--- config.mk ---
export PLATFORM = sky130hd
export DESIGN_NAME = fxy_sweep_ctrl
export DESIGN_NICKNAME = d
export VERILOG_FILES = /design/src/rtl/fxy_sweep_ctrl.sv
export SDC_FILE = /design/constraint.sdc
export NUM_CORES = 1
export LEC_CHECK = 0
export ABC_AREA = 0
export CORE_MARGIN = 1.5
export CORE_UTILIZATION = 40
export DETAILED_ROUTE_END_ITERATION = 8
export GPL_TIMING_DRIVEN = 0
export SLEW_MARGIN = 20
export SYNTH_ARGS = -nofsm -noshare
export SYNTH_HDL_FRONTEND = slang
export SYNTH_SLANG_ARGS = --single-unit
--- constraint.sdc ---
create_clock -name clk -period 1.9 [get_ports clk]
set_input_delay 0.38 -clock clk [delete_from_list [all_inputs] [get_ports clk]]
set_output_delay 0.38 -clock clk [all_outputs]
set_load 0.03 [all_outputs]
--- src/rtl/fxy_sweep_ctrl.sv ---
// Clocked exhaustive sweep of an N_IN-input function into a minterm mask.
// Define FXY_SWEEP_CHECK_EN to add the expected/match/err_idx compare ports.
module fxy_sweep_ctrl #(
   parameter int N_IN   = 3,
   parameter int SETTLE = 1
) (
   input  logic                   clk,
   input  logic                   reset,
   input  logic                   start,
   output logic                   busy,
   output logic                   done,
   output logic [N_IN-1:0]        xyz,
   input  logic                   s_in,
   output logic [(1<<N_IN)-1:0]   mask
`ifdef FXY_SWEEP_CHECK_EN
   ,
   input  logic [(1<<N_IN)-1:0]   expected,
   output logic                   match,
   output logic [N_IN-1:0]        err_idx
`endif
);

   localparam int M  = 1 << N_IN;
   localparam int IW = N_IN + 1;
   localparam int CW = (SETTLE > 1) ? $clog2(SETTLE) : 1;

   typedef enum logic [1:0] {
      IDLE,
      DRIVE,
      SAMPLE,
      DONE
   } state_t;

   state_t          state;
   state_t          state_nxt;
   logic [IW-1:0]   idx;
   logic [CW-1:0]   cnt;
   logic            last;
   logic            settled;
   logic [M-1:0]    mask_nxt;

   assign last    = (idx == IW'(M - 1));
   assign settled = (cnt == CW'(SETTLE - 1));

   always_comb begin
      state_nxt = state;
      busy      = 1'b0;
      done      = 1'b0;
      xyz       = '0;
      mask_nxt  = mask;
      mask_nxt[idx[N_IN-1:0]] = s_in;
      unique case (state)
         IDLE: begin
            if (start) state_nxt = DRIVE;
         end
         DRIVE: begin
            busy = 1'b1;
            xyz  = idx[N_IN-1:0];
            if (settled) state_nxt = SAMPLE;
         end
         SAMPLE: begin
            busy      = 1'b1;
            xyz       = idx[N_IN-1:0];
            state_nxt = last ? DONE : DRIVE;
         end
         DONE: begin
            done      = 1'b1;
            state_nxt = IDLE;
         end
         default: state_nxt = IDLE;
      endcase
   end

   always_ff @(posedge clk) begin
      if (reset) state <= IDLE;
      else       state <= state_nxt;
   end

   // idx is one bit wider than needed so the terminal compare never aliases
   always_ff @(posedge clk) begin
      if (reset) begin
         idx  <= '0;
         cnt  <= '0;
         mask <= '0;
      end else begin
         unique case (state)
            IDLE: begin
               if (start) begin
                  idx  <= '0;
                  cnt  <= '0;
                  mask <= '0;
               end
            end
            DRIVE: begin
               cnt <= settled ? '0 : cnt + CW'(1);
            end
            SAMPLE: begin
               mask <= mask_nxt;
               if (!last) idx <= idx + IW'(1);
            end
            default: ;
         endcase
      end
   end

`ifdef FXY_SWEEP_CHECK_EN
   logic [M-1:0]    diff;
   logic [N_IN-1:0] err_nxt;

   assign diff = mask_nxt ^ expected;

   always_comb begin
      err_nxt = '0;
      for (int i = M - 1; i >= 0; i--) begin
         if (diff[i]) err_nxt = N_IN'(i);
      end
   end

   always_ff @(posedge clk) begin
      if (reset) begin
         match   <= 1'b0;
         err_idx <= '0;
      end else if (state == IDLE && start) begin
         match   <= 1'b0;
         err_idx <= '0;
      end else if (state == SAMPLE && last) begin
         match   <= (diff == '0);
         err_idx <= err_nxt;
      end
   end
`endif

endmodule

==> impl_metrics.yaml, run 1 <==
status:
  status: "finished, final reports clean"
setup_path:
  start_kind: "flop"
  rrSetupSlack_ns: 0.24
  arrival_ns: 1.46
  crit_fanout: 6
  slowest_stage: "clkdlybuf4s50_1"
  ff2ff_path_depth: 6
  worstSetupPathDepth: 2
  r2r-end: "idx[0]$_SDFFE_PP0P_"
  crit_end: "done"
  crit_path_end_kind: "output port"
  crit_family: "buffers and inverters"
  critPathKind: "reg2out"
  critPathBufInv: 1
  path_cells: "ha_1 -> clkdlybuf4s50_1"
  crit_start: "state[1]$_SDFFE_PP0P_"
  max_stage_delay_ns: 0.66
  cp_data_required_time_ns: 1.52
  r2r-start: "state[0]$_SDFFE_PP0P_"
logic_synthesis:
  netlist_top_cells_area: "dfxtp_1 33%, ha_1 8.8%, o22ai_1 6.6%"
  synth_simple_gate_area_share_pct: 29.64
  synth_top_cell_by_area: "dfxtp_1"
  synth_flop_cell: "dfxtp_1"
  synthMuxAreaShare_pct: 2.482
  ys_warn_count: 0
  synth_top_family_by_area: "simple AND/OR/NAND/NOR gates"
  synth_compound_gate_area_share_pct: 21.46
  syn_nets: 106
  ys_async_sr_fraction_pct: 0
  synth-seq-cells: 14
  yosysUniqueCellTypes: 31
  avgSynthCellArea_um2: 8.928
  syn_area_um2: 857.1
  synth_cells: 96
  synth_top_area_share_pct: 32.70
  synth-edff-count: 0
  ys_seq_area_share_pct: 32.70
  synth_fa_ha_area_share_pct: 8.759
  synthXorXnorAreaFrac_pct: 0
power_and_ir_drop:
  p_comb_share_pct: 33.0
  clkPwrFrac_pct: 27.1
  switching_power_uw: 284.2
  power.leakage_uw: 0.0004651
  internal_power_uw: 533.9
  seqPwrFrac_pct: 39.9
  ir_drop_uv: 501.4
  p_sw_share_pct: 34.74
  power_density_mw_per_mm2: 763.0
flow_run:
  cap_violations: 0
floorplan:
  start_util_pct: 43.24
  io_pins: 17
  die_y_um: 49.29
  dieArea_mm2: 0.002430
  die_w_um: 49.29
  rows: 16
  fp.coreArea_mm2: 0.001982
routing:
  avgViaCountPerCell: 5.613
  drc: 0
  routed.top_layer: "met4"
  vias: 797
  totalWireLength_mm: 1.994
  drt_iter0_drc: 31
  met3_length_um: 85
  wl_met1_mm: 1.052
  drtAntennaViolNets: 0
  route.met2.wl_um: 842
  drtPass1Iterations: 4
  wl_per_cell_um: 14.04
global_route:
  grt_pass1_vias: 734
  antenna_found_initial: 0
  grt_max_degree: 11
  grt_overflow: 0
  track_usage_pct: 17.85
  grt_pass1_wl_mm: 3.325
timing:
  min_period_ns: 1.844
  skew_ns: 0.007238
  setup-violations-final: 0
  hold_viol: 0
  max_slew_margin_pct: 54.32
  slew_viol_final: 0
  rsz0062_at_grt: "no"
  fin_crit_sh_pct: 97.03
  fmaxAchievable_mhz: 542.4
  tightest_slew_ns: 0.6760
  fin_setup_tns_ns: 0
place:
  portBuffers: 15
  hpwl_mm: 1.384
  place_area_mm2: 0.001041
  dpl.cell_count: 138
  place_congestion: 0.8212
layout:
  ff_latch_area_um2: 285.3
  diodes: 0
  drive_above_1_share_pct: 14.78
  fillers: 181
  postLayoutCellArea_mm2: 0.001072
  fin_cells: 142
  area_growth_pct: 25.11
  final_nets: 126
  multi_input_area_um2: 534.3
clocking:
  h-tree-depth: 1
  clock-sinks: 14
  clock_path_buffers: 2
  clock_latency_ns: 0.29
  root_buffer: "clkbuf_4"
  ctsHoldBuffers: 0
  cts_tree: "built"
  cts_made_buffers: 3
  cts.reportedPaths.clkPinSlew_ns: 0.09
  post_cts_buffers: 0
min_path:
  holdCritPathClass: "reg2reg"
  hold_depth: 1
## cells in the mapped netlist (all sizes together) (2+ instances only)
master	count
nor2b	3
o22ai	9
and3b	4
ha	6
and2	3
nand2	2
nor2	3
a22o	5
nand2b	4
inv	2
o21ai	2
nor3	7
nor3b	3
a21o	4
a21oi	4
dfxtp	14
nand4b	3
buf	2
clkbuf	5
## registers in the layout, indices dropped and copies added (netlist names)
register / cells
state: 2
mask: 8
idx: 4
## layer usage
layer  up-vias  GRT usage (%)
li1        400              -
met4         0          5.238
met1       372          26.42
met3         2          5.521
met2        23          24.32
met5         -              0
## cells by family (layout without fill, tap and decap cells)
| family | after synthesis | count (layout) |
|---|---|---|
| simple gates | 38 | 38 |
| fa+ha+maj | 6 | 6 |
| mux | 2 | 2 |
| compound gates | 27 | 27 |
| buf+inv | 9 | 28 |
| flops | 14 | 14 |
## repair_timing
action	in CTS	in global routing
endpoints found under the setup margin	5	5
resized for setup	17	9
endpoints found under the hold margin	0	0
cloned	0	0
pin swaps	0	0
## how the worst min path moves through the flow
stage	slack (ns)	startpoint	to
floorplan	0.48	idx[3]$_SDFFE_PP0P_	idx[3]$_SDFFE_PP0P_
global placement	0.44	mask[7]$_SDFFE_PP0P_	mask[7]$_SDFFE_PP0P_
detailed placement	0.45	mask[7]$_SDFFE_PP0P_	mask[7]$_SDFFE_PP0P_
CTS	0.47	mask[7]$_SDFFE_PP0P_	mask[7]$_SDFFE_PP0P_
global route	0.50	mask[7]$_SDFFE_PP0P_	mask[7]$_SDFFE_PP0P_
finish	0.47	mask[7]$_SDFFE_PP0P_	mask[7]$_SDFFE_PP0P_
## per-stage QoR
| stage | util, % | hold slack, ns | worst slack, ns | total power (uW) |
|---|---|---|---|---|
| floorplan | - | 0.4815 | 0.2576 | 533.1 |
| global placement | 52.53 | 0.4367 | -0.1623 | 604.3 |
| detailed placement | 52.53 | 0.4478 | -0.1310 | 601.7 |
| CTS | 54.04 | 0.4730 | -0.03460 | 819.8 |
| global route | 54.10 | 0.4969 | 0.0001482 | 871.1 |
| finish | 54.10 | 0.4673 | 0.05641 | 818.2 |
## power groups by stage
stage	clock [uW]	sequential, uW	combinational, uW
detailed placement	0	330	272
floorplan	0	328	205
finish	221	327	270
CTS	229	324	267
global placement	0	329	275
global route	240	329	302
## placed cells by master (no fill, tap or decap), types with 2 or more instances in the layout
cell,count
a21o_1,4
a21oi_1,4
a22o_1,5
and2_1,3
and3b_1,4
buf_2,4
clkbuf_1,2
clkbuf_2,2
clkbuf_4,4
clkdlybuf4s50_1,11
dfxtp_1,12
ha_1,6
nand2_1,2
nand2b_1,4
nand4b_1,3
nor2_1,3
nor2b_1,3
nor3_1,7
nor3b_1,3
o21ai_0,2
o22ai_1,9
## final cells by class
cell class,instances,share of cell area [%]
inverter,2,0.7001
multi-input combinational,73,49.82
buffer,7,3.851
sequential,14,26.60
clock buffer,4,3.384
timing repair buffer,15,12.49
tap,27,3.151
Note: power is estimated with default switching activity, not from simulation.
==> inputs of run 2 (changes only) <==
- CAP_MARGIN: unset -> 20
==> results of run 2 <==
The final DEF is identical to that of run 1; final timing and power are the same.
